==> config.mk <==
export PLATFORM = sky130hd
export DESIGN_NAME = div_repsub
export DESIGN_NICKNAME = d
export VERILOG_FILES = /design/src/rtl/div_defs.sv /design/src/rtl/div_repsub_ctrl.sv /design/src/rtl/div_repsub.sv
export SDC_FILE = /design/constraint.sdc
export NUM_CORES = 1
export LEC_CHECK = 0
export ABC_AREA = 1
export CORE_MARGIN = 3
export CORE_UTILIZATION = 45
export CTS_CLUSTER_DIAMETER = 60
export CTS_CLUSTER_SIZE = 10
export DETAILED_ROUTE_END_ITERATION = 10
export DONT_BUFFER_PORTS = 1
export PLACE_DENSITY = 0.69
export SYNTH_ARGS = -nofsm -noshare
export SYNTH_HDL_FRONTEND = slang
export SYNTH_HIERARCHICAL = 1
export SYNTH_SLANG_ARGS = --single-unit
==> constraint.sdc <==
create_clock -name clk -period 2.64 [get_ports clk]
set_input_delay 0.264 -clock clk [delete_from_list [all_inputs] [get_ports clk]]
set_output_delay 0.264 -clock clk [all_outputs]
set_load 0.01 [all_outputs]
==> src/rtl/div_defs.sv <==
// Shared definitions for the repeated-subtraction divider:
// controller state encoding and state register width.
package div_defs;

    localparam int STATE_W = 3;

    typedef enum logic [STATE_W-1:0] {
        IDLE  = 3'd0,
        CHECK = 3'd1,
        SUB   = 3'd2,
        DONE  = 3'd3,
        DZERR = 3'd4
    } state_t;

endpackage

==> src/rtl/div_repsub_ctrl.sv <==
// Controller for the repeated-subtraction divider.
// Sequences load / compare / subtract and raises the completion pulses.
// busy, done and dz_err are decoded from the state register only.
module div_repsub_ctrl
    import div_defs::*;
(
    input  logic clk,
    input  logic resetn,
    input  logic start,
    input  logic dz,
    input  logic lt,
    output logic ld,
    output logic sub,
    output logic set_err,
    output logic busy,
    output logic done,
    output logic dz_err
);

    state_t state;
    state_t state_next;

    // State register; reset returns the controller to IDLE at once.
    always_ff @(posedge clk or negedge resetn) begin
        if (!resetn) begin
            state <= IDLE;
        end else begin
            state <= state_next;
        end
    end

    // Next-state selection and datapath strobes.
    always_comb begin
        state_next = state;
        ld         = 1'b0;
        sub        = 1'b0;
        set_err    = 1'b0;
        busy       = 1'b0;
        done       = 1'b0;
        dz_err     = 1'b0;
        case (state)
            IDLE: begin
                if (start) begin
                    ld         = 1'b1;
                    state_next = CHECK;
                end
            end
            CHECK: begin
                busy = 1'b1;
                // Zero divisor takes priority over the magnitude test.
                if (dz) begin
                    set_err    = 1'b1;
                    state_next = DZERR;
                end else if (lt) begin
                    state_next = DONE;
                end else begin
                    state_next = SUB;
                end
            end
            SUB: begin
                busy       = 1'b1;
                sub        = 1'b1;
                state_next = CHECK;
            end
            DONE: begin
                done       = 1'b1;
                state_next = IDLE;
            end
            DZERR: begin
                done       = 1'b1;
                dz_err     = 1'b1;
                state_next = IDLE;
            end
            default: begin
                state_next = IDLE;
            end
        endcase
    end

endmodule

==> src/rtl/div_repsub.sv <==
// Sequential unsigned divider by repeated subtraction.
// Holds the remainder / divisor / quotient registers, the comparator and
// the subtractor; sequencing is delegated to div_repsub_ctrl.
module div_repsub
    import div_defs::*;
#(
    parameter int WIDTH = 8
) (
    input  logic             clk,
    input  logic             resetn,
    input  logic             start,
    input  logic [WIDTH-1:0] dividend,
    input  logic [WIDTH-1:0] divisor,
    output logic [WIDTH-1:0] quotient,
    output logic [WIDTH-1:0] remainder,
    output logic             busy,
    output logic             done,
    output logic             dz_err
);

    logic [WIDTH-1:0] r_reg;
    logic [WIDTH-1:0] d_reg;
    logic [WIDTH-1:0] q_reg;

    logic ld;
    logic sub;
    logic set_err;
    logic dz;
    logic lt;

    // Unsigned WIDTH-bit comparisons feeding the controller.
    assign dz = (d_reg == '0);
    assign lt = (r_reg < d_reg);

    div_repsub_ctrl u_ctrl (
        .clk     (clk),
        .resetn  (resetn),
        .start   (start),
        .dz      (dz),
        .lt      (lt),
        .ld      (ld),
        .sub     (sub),
        .set_err (set_err),
        .busy    (busy),
        .done    (done),
        .dz_err  (dz_err)
    );

    // Datapath registers: load operands, subtract and count, or flag divide-by-zero.
    always_ff @(posedge clk or negedge resetn) begin
        if (!resetn) begin
            r_reg <= '0;
            d_reg <= '0;
            q_reg <= '0;
        end else if (ld) begin
            r_reg <= dividend;
            d_reg <= divisor;
            q_reg <= '0;
        end else if (set_err) begin
            q_reg <= {WIDTH{1'b1}};
        end else if (sub) begin
            // SUB is only reached with R >= D, so neither operation wraps.
            r_reg <= r_reg - d_reg;
            q_reg <= q_reg + 1'b1;
        end
    end

    assign quotient  = q_reg;
    assign remainder = r_reg;

endmodule
; ---- Yosys cells after proc, flatten, opt, wreduce, memory -nomap -nowiden
; Index checks and enable logic that the tools add are counted.
[word_totals]
in_bits = 19
reg_bits = 27
[op_classes]
addsub = 2
mux = 18
order_cmp = 1
n_reduce_logical = 7
eq_ne = 6
[op_table]
columns = cell, n
row1 = 8-bit 2-to-1 mux, 6
row2 = 1-bit 2-to-1 mux, 9
row3 = 3-bit case mux with 3 select lines, 1
row4 = "8-bit by 1-bit adder with 8-bit output, second input constant", 1
row5 = 8-bit logical NOT, 1
row6 = 8-bit less-than comparator, 1
row7 = 8-bit subtractor, 1
row8 = "3-bit by 2-bit == test with 1-bit output, second input constant", 2
row9 = 3-bit 2-to-1 mux, 2
row10 = "2-bit != test, second input constant", 2
row11 = 2-bit OR reduction, 2
row12 = "3-bit by 1-bit == test with 1-bit output, second input constant", 1
row13 = "3-bit == test, second input constant", 1
row14 = 3-bit logical NOT, 1
row15 = 3-bit nonzero test, 1
row16 = 2-bit AND reduction, 1
row17 = 2-bit nonzero test, 1

; ---- Logic depth before layout (Yosys ltp)
; Gate-level depths: netlist of run 1.
[depth]
word_depth = 5
mapped_depth = 15

; ---- Modules after synthesis
; Netlist of run 1, hierarchy kept.
[modules_own_cells]
columns = mod, area_each_um2, cells_per_inst, instances
row1 = div_repsub, 1508.9, 201, 1
row2 = div_repsub_ctrl, 195.2, 27, 1

; ---- Worst setup path before layout of run 1
; No wires, ideal clock.
[synth_path]
path_type = reg2reg
start = register r_reg[0], in the netlist remainder[0]
end = register u_ctrl.state[0]
t_arrival_ns = 1.830
setup_slack_ns = 0.737
required_ns = 2.567
period_less_slack_ns = 1.903
path_stages_with_launch = 16
setup_ns = 0.073
n_path_buf = 0
path_cell_list = dfrtp_1 -> inv_1 -> ha_1 -> inv_1 -> fa_1 -> nand2_1 -> nand2_1 -> nand3b_1 -> nand2_1 -> nand2_1 -> nand2_1 -> a21oi_1 -> inv_1 -> nor2_1 -> nand3_2 -> a21oi_2
[synth_via]
elab_chain_cells = 4
[synth_lines]
columns = element, line
row1 = from (decl), div_repsub.sv:21  ; logic [WIDTH-1:0] r_reg;
row2 = from (signal assigned), div_repsub.sv:56  ; r_reg <= dividend;
row3 = from (signal assigned), div_repsub.sv:63  ; r_reg <= r_reg - d_reg;
row4 = 8-bit less-than comparator, div_repsub.sv:33  ; assign lt = (r_reg < d_reg);
row5 = named net lt, div_repsub.sv:29  ; logic lt;
row6 = 1-bit 2-to-1 mux, div_repsub_ctrl.sv:54  ; end else if (lt) begin
row7 = 3-bit 2-to-1 mux, div_repsub_ctrl.sv:51  ; if (dz) begin
row8 = 3-bit case mux with 3 select lines, div_repsub_ctrl.sv:41  ; case (state)
row9 = to (signal assigned), div_repsub_ctrl.sv:28  ; state <= state_next;
row10 = to (decl), div_repsub_ctrl.sv:20  ; state_t state;
; The timed path passes the listed nets, and every way through them passes these cells.
; A chain may end at the register's enable or synchronous reset.

; ---- Worst setup path in the final report of run 1
; Ends and elaborated chain as after synthesis.

==> impl_summary.txt, run 1 <==
----------------------------------------------------
[Outcome]
  Status ... finished clean

[STA]
  Slew margin rel. ... 73.6%
  Setup violations, final ... 0
  Slew Limit Fails ... 0
  Minimum clock period after layout ... 2.07 ns
  Fmax ... around 480 MHz
  Portion of the clock cycle consumed by the worst path in the final layout ... 78.6%
  Total negative slack for setup checks ... 0 ns
  Transition time at the pin with the least slew margin ... 0.395 ns
  Setup repair after global routing missed its margin ... no
  Final count of hold timing violations ... 0
  Skew final ... between 0.006 and 0.007 ns

[Synth]
  Cell count after synthesis ... 228
  Most frequent cell after synthesis ... sky130_fd_sc_hd__nand2_1
  Dominant synthesized flop cell ... sky130_fd_sc_hd__dfrtp_1
  Top post-synthesis cells by area ... sky130_fd_sc_hd__dfrtp_1 (40%), sky130_fd_sc_hd__nand2_1 (12%), sky130_fd_sc_hd__ha_1 (6.6%)
  Largest area contributor in the synthesized netlist ... sky130_fd_sc_hd__dfrtp_1
  Post-synthesis cell type count ... 29
  Area share of the largest cell type after synthesis ... 39.6%
  Fraction of synthesis flops using an asynchronous set or reset pin ... 100%
  Synthesized area per cell ... around 7.5 um^2
  Number of enable-type register cells in the synthesized netlist ... 0
  Most numerous cell types in the synthesized netlist ... sky130_fd_sc_hd__nand2_1 (56), sky130_fd_sc_hd__dfrtp_1 (27), sky130_fd_sc_hd__inv_1 (27), sky130_fd_sc_hd__nor2_1 (24), sky130_fd_sc_hd__o21ai_0 (21)
  Mapped Nets ... 257
  Sequential element share of the synthesized area ... 39.6%
  Synthesized flop and latch total ... 27
  Number of warnings reported in the yosys synthesis log ... 6
  Mapped Area ... 0.00170 mm^2

[Setup path]
  Worst Reg2Reg Path Length in Cells ... 15
  Worst Path Max Fanout ... 2
  Capturing element type of the critical path ... register
  Critical path required time ... 2.85 ns
  Arrival time worst endpoint ... 2.28 ns
  Type of origin of the critical path ... register
  Category of the most critical setup path ... register to register

[Floorplanning]
  Die height ... a little under 70 um
  Chip Width ... just under 70 um
  Floorplan Core Area ... 0.00349 mm^2
  Effective utilization at floorplan ... 48.8%
  Io pins ... 38
  Number of standard-cell rows in the floorplan ... 21
  Die Area ... roughly 0.0046 mm^2

[Layout]
  Share of cells above drive strength 1 ... 12.5%
  Area grow syn2layout ... 7.34%
  Number of nets in the finished design ... 262
  Diode insertion count for antenna repair ... 0
  Filler-free cell count of the finished design ... 278

[Detailed routing]
  Number of search-and-repair iterations in the first detailed-routing pass ... 4
  Ratio of routed vias to standard cells ... 5.07
  DRC marker count from the first detailed-route iteration ... 40
  Total number of vias ... 1409
  Routed wire per std cell ... between 10 and 15 um
  DRC violations left ... 0
  Number of nets still failing antenna checks after routing ... 0
  WL final ... ~3500 um

[Placement]
  # placed instances ... 272
  Routability-driven placement congestion ratio ... 0.796
  DP Wirelength ... 2680 um
  Number of port buffers ... 0

[Global routing]
  Antenna violations before repair ... 0
  Global-route usage over all layers ... 17.4%
  Global route total overflow ... 0
  Maximum number of pins on one net before global-route repair ... 28
  Global-route wire length before repair ... 6050 um
  Vias in the first global route ... roughly 1300

[Clock tree]
  Worst skew pair latency ... 0.27 ns
  Bufs on Longest Clock Path ... 2
  CTS root buffer ... sky130_fd_sc_hd__clkbuf_8
  Clk sink count ... 27
  H-Tree Depth ... 1
  CTS Buf Count ... 3
  CTS tree ... done
  Clock-pin transition on the worst setup and hold timing paths ... 0.10 ns

[Power and ir drop]
  Peak VDD IR ... between 600 and 700 uV
  Ratio of total power to cell area ... about 1400 mW/mm^2
  Leakage Power ... 0.902 nW

[Flow run]
  Number of violations of the max-capacitance limit ... 0

[Worst hold path]
  Worst min path class ... input pin to register
  Worst hold path stage count ... 2

----------------------------------------------------
[critical path, cell delays in order (launching register included)]
cell                       delay (ns)
sky130_fd_sc_hd__dfrtp_1         0.43
sky130_fd_sc_hd__inv_1           0.09
sky130_fd_sc_hd__ha_1            0.14
sky130_fd_sc_hd__inv_1           0.06
sky130_fd_sc_hd__fa_1            0.37
sky130_fd_sc_hd__nand2_1         0.09
sky130_fd_sc_hd__nand2_1         0.07
sky130_fd_sc_hd__nand3b_1        0.10
sky130_fd_sc_hd__nand2_1         0.07
sky130_fd_sc_hd__nand2_1         0.06
sky130_fd_sc_hd__nand2_1         0.05
sky130_fd_sc_hd__a21oi_1         0.12
sky130_fd_sc_hd__inv_1           0.05
sky130_fd_sc_hd__nor2_1          0.11
sky130_fd_sc_hd__nand3_2         0.09
sky130_fd_sc_hd__a21oi_2         0.11
[power breakdown]
group / internal [mW] / switching (mW)
Sequential: 0.597 / 0.197
Combinational: 0.581 / 0.908
Clock: 0.106 / 0.134
Total: 1.28 / 1.24
[cell families after synthesis]
family / after synthesis / share of synthesized area [%]
AO/OA/AOI/OAI: 39 / 12.8
buffers and inverters: 37 / 8.66
XOR/XNOR: 3 / 1.54
flip-flops: 27 / 39.6
adder cells (fa/ha/maj): 10 / 7.78
AND/OR/NAND/NOR: 112 / 29.5
[layer usage]
layer | track usage [%] | share of wire (%) | up-vias
li1 | - | - | 742
met1 | 24.5 | 49 | 630
met2 | 27.1 | 44 | 33
met3 | 3.16 | 5.7 | 4
met4 | 5.32 | 1.0 | 0
met5 | 0 | 0 | -
[through the flow]
| stage | utilization (%) | area, um^2 | setup slack [ns] | hold slack [ns] | power (mW) |
|---|---|---|---|---|---|
| after global placement | 50.2 | 1750 | 0.634 | -0.0305 | 2.27 |
| after floorplan | - | 1700 | 0.737 | -0.0316 | 2.01 |
| after global routing | 52.3 | 1830 | 0.305 | 0.101 | 2.85 |
| after CTS | 52.3 | 1830 | 0.560 | 0.106 | 2.56 |
| after detailed placement | 50.2 | 1750 | 0.599 | -0.0307 | 2.29 |
| final | 52.3 | 1830 | 0.566 | 0.108 | 2.52 |
[cell type report]
| type | count | area [um^2] |
|---|---|---|
| fillers | 355 | 1670 |
| multi-input cells | 164 | 881 |
| flip-flops and latches | 27 | 676 |
| inverters | 33 | 124 |
| well taps | 46 | 57.6 |
| repair buffers | 4 | 45.0 |
| clock buffers | 3 | 41.3 |
| clock inverters | 1 | 5.00 |
[worst paths after layout]
| path | start | endpoint | slack, ns |
|---|---|---|---|
| min in group asynchronous | resetn | d_reg[5]$_DFFE_PN0P_ | 0.41 |
| max in group asynchronous | resetn | d_reg[2]$_DFFE_PN0P_ | 2.07 |
| max | remainder[0]$_DFFE_PN0P_ | u_ctrl/state[0]$_DFFE_PN0P_ | 0.57 |
| min reg2reg | d_reg[3]$_DFFE_PN0P_ | d_reg[3]$_DFFE_PN0P_ | 0.55 |
| min | divisor[3] | d_reg[3]$_DFFE_PN0P_ | 0.11 |
| max reg2reg | remainder[0]$_DFFE_PN0P_ | u_ctrl/state[0]$_DFFE_PN0P_ | 0.57 |
[cell usage in the layout, fill, tap and decap left out, drive strengths merged, types with 3 or more instances in the layout]
master,Yosys,final
ha,9,9
nand4,4,4
a21oi,10,10
nor2,27,27
nand3,16,16
or2,4,4
clkbuf,1,3
inv,33,33
buf,3,3
nand2,59,59
o21ai,26,26
dfrtp,27,27
[repair_timing]
action                                  4_1_cts  5_1_grt
hold buffers                                  2        0
setup buffers                                 0        0
endpoints found under the hold margin        27        0
resized for setup                             0        0
endpoints found under the setup margin        0        0
Power figures use the tool's default switching activity.
==> inputs of run 2 (changes only) <==
--- a/config.mk
+++ b/config.mk
@@ -12,7 +12,7 @@
 export CTS_CLUSTER_SIZE = 10
 export DETAILED_ROUTE_END_ITERATION = 10
 export DONT_BUFFER_PORTS = 1
-export PLACE_DENSITY = 0.69
+export PLACE_DENSITY = 0.71
 export SYNTH_ARGS = -nofsm -noshare
 export SYNTH_HDL_FRONTEND = slang
 export SYNTH_HIERARCHICAL = 1
==> constraint.sdc (replaced) <==
create_clock -name clk -period 1.7 [get_ports clk]
set_input_delay 0.17 -clock clk [delete_from_list [all_inputs] [get_ports clk]]
set_output_delay 0.17 -clock clk [all_outputs]
set_load 0.01 [all_outputs]
==> run 2 against run 1 <==
The run now ends with setup timing left. Global-route usage is 0.61 points higher. Critical endpoint unchanged. Register-to-register slack worse by 0.83 ns. Critical path depth stayed put. Maximum frequency is 5.7% higher. Critical path type unchanged. Core utilization is 11 points higher. Clock power is 63% higher. Hold slack worse by 0.10 ns. Cell count is 9.7% higher. Routed wire length is 14% higher. Via count is 9.2% higher.
==> impl_summary.txt, run 2 (synthesis results as in run 1) <==
----------------------------------------------------
[Outcome]
  Status ... finished with violations
  Failing checks ... setup timing

[Setup path]
  Kind of cell with the highest combined delay on the critical path ... simple AND/OR/NAND/NOR gates
  Arrival time worst endpoint ... 2.19 ns
  Ordered cell list for the critical path ... inv_2 > ha_4 > inv_2 > fa_2 > nand2_2 > nand2_2 > nand3b_1 > nand2_1 > nand2_1 > nand2_1 > a21oi_2 > inv_1 > nor2_1 > nand3_2 > a21oi_2
  Worst reg2reg setup slack ... -0.26 ns
  Capturing element type of the critical path ... register
  Critical R2R Capture ... u_ctrl/state[0]$_DFFE_PN0P_
  FF-to-FF Start ... remainder[0]$_DFFE_PN0P_
  Worst Path Max Fanout ... 2
  Worst Reg2Reg Path Length in Cells ... 15
  Cell mode on critical path ... sky130_fd_sc_hd__nand2_1
  Type of origin of the critical path ... register
  Critical path required time ... 1.92 ns
  Worst-path cell with the longest stage delay ... sky130_fd_sc_hd__dfrtp_1
  Combined buffer and inverter count along the critical path ... 3
  Setup crit start ... remainder[0]$_DFFE_PN0P_
  Category of the most critical setup path ... register to register
  Largest incremental delay on the critical path ... approximately 0.40 ns

[STA]
  Minimum clock period after layout ... ~2 ns
  Fmax ... approximately 500 MHz
  Slew Limit Fails ... 0
  Total negative slack for setup checks ... -0.272 ns
  Transition time at the pin with the least slew margin ... 0.296 ns
  Skew final ... 0.00333 ns
  Portion of the clock cycle consumed by the worst path in the final layout ... 115%
  Setup violations, final ... 3
  Final critical-path setup slack ... -0.263 ns
  Final count of hold timing violations ... 0
  Slew margin rel. ... between 80 and 90%
  Smallest hold slack ... 0.00790 ns
  Setup repair after global routing missed its margin ... yes

[Placement]
  Area after detailed placement ... around 0.0019 mm^2
  Routability-driven placement congestion ratio ... between 0.7 and 0.8
  DP Wirelength ... ~2800 um
  Number of port buffers ... 0

[Floorplanning]
  Effective utilization at floorplan ... around 49%
  Die Area ... 0.00456 mm^2
  Floorplan Core Area ... roughly 0.0035 mm^2
  Chip Width ... 67.5 um
  Io pins ... 38
  Die height ... 67.5 um
  Number of standard-cell rows in the floorplan ... 21

[Worst hold path]
  Hold Startpoint ... divisor[1]
  Worst min path class ... input pin to register
  Worst hold path stage count ... 2
  Hold Crit Endpoint ... d_reg[1]$_DFFE_PN0P_

[Clock tree]
  Clk sink count ... 27
  CTS Buf Count ... 3
  CTS tree ... done
  Worst skew pair latency ... 0.29 ns
  H-Tree Depth ... 1
  Bufs on Longest Clock Path ... 2
  Clock-pin transition on the worst setup and hold timing paths ... 0.10 ns
  CTS root buffer ... sky130_fd_sc_hd__clkbuf_8

[Power and ir drop]
  Total power draw ... 4.84 mW
  Peak VDD IR ... 1280 uV
  Ratio of total power to cell area ... 2200 mW/mm^2
  Leakage Power ... 1.08 nW

[Global routing]
  Vias in the first global route ... 1336
  Global-route wire length before repair ... 6180 um
  Global route total overflow ... 0
  Maximum number of pins on one net before global-route repair ... 28
  Global-route usage over all layers ... 18.0%
  Antenna violations before repair ... 0

[Layout]
  Leading cell types in the layout, fill and taps excluded ... sky130_fd_sc_hd__nand2_1 (50), sky130_fd_sc_hd__dfrtp_1 (27), sky130_fd_sc_hd__inv_1 (20)
  Number of nets in the finished design ... 289
  Most common cell after layout, fill and taps aside ... sky130_fd_sc_hd__nand2_1
  Final design utilization ... 63.1%
  Share of cells above drive strength 1 ... 32.4%
  Cell area after layout ... between 0.002 and 0.0025 mm^2
  Number of fill cells in the layout ... just over 300
  Diode insertion count for antenna repair ... 0
  Area grow syn2layout ... 29.4%

[Detailed routing]
  DRC violations left ... 0
  DRC marker count from the first detailed-route iteration ... 48
  Total number of vias ... 1539
  Number of nets still failing antenna checks after routing ... 0
  Ratio of routed vias to standard cells ... 5.05
  WL final ... 3970 um
  Number of search-and-repair iterations in the first detailed-routing pass ... 4
  Routed wire per std cell ... approximately 13 um

[Flow run]
  Number of violations of the max-capacitance limit ... 0

----------------------------------------------------
run 2: stage by stage:
| step | setup slack [ns] | cells |
|---|---|---|
| 2_1_floorplan | -0.171 | 228 |
| 3_3_place_gp | -0.215 | 288 |
| 3_5_place_dp | -0.278 | 288 |
| 4_1_cts | -0.253 | 299 |
| 5_1_grt | -0.382 | 305 |
| 6_report | -0.263 | 305 |
run 2: layout make-up:
class	instances	area, um^2	area share (%)
Clock buffer	3	41.3	1.87
Clock inverter	1	7.51	0.341
Inverter	33	131	5.96
Multi-Input combinational cell	164	1010	45.9
Sequential cell	27	676	30.6
Tap cell	46	57.6	2.61
Timing Repair Buffer	31	280	12.7
run 2: per-layer routing:
metal  track usage (%)  vias up  part of all wire, %
met3              2.83        5                  3.9
li1                  -      798                    -
met1              24.4      710                   45
met2              28.6       26                   49
met5                 0        -                    0
met4              7.59        0                  1.6
run 2: worst max path at each step:
stage | end | slack, ns | cells past startpoint
detailed placement | u_ctrl/state[0]$_DFFE_PN0P_ | -0.28 | 15
floorplan | u_ctrl/state[0]$_DFFE_PN0P_ | -0.17 | 15
CTS | u_ctrl/state[0]$_DFFE_PN0P_ | -0.25 | 15
global placement | u_ctrl/state[0]$_DFFE_PN0P_ | -0.21 | 15
finish | u_ctrl/state[0]$_DFFE_PN0P_ | -0.26 | 15
global route | u_ctrl/state[0]$_DFFE_PN0P_ | -0.38 | 15
run 2: what timing repair did:
item,CTS,global route
hold buffers,6,0
buffers inserted,1,6
pin swaps,2,9
hold endpoints to repair,31,0
endpoints found under the setup margin,8,17
gates resized for setup,8,49
run 2: power breakdown:
part | leakage, nW | switching [mW] | internal, mW
logic | 0.723 | 1.85 | 1.41
registers | 0.339 | 0.262 | 0.928
clock network | 0.0217 | 0.224 | 0.167
total | 1.08 | 2.33 | 2.51
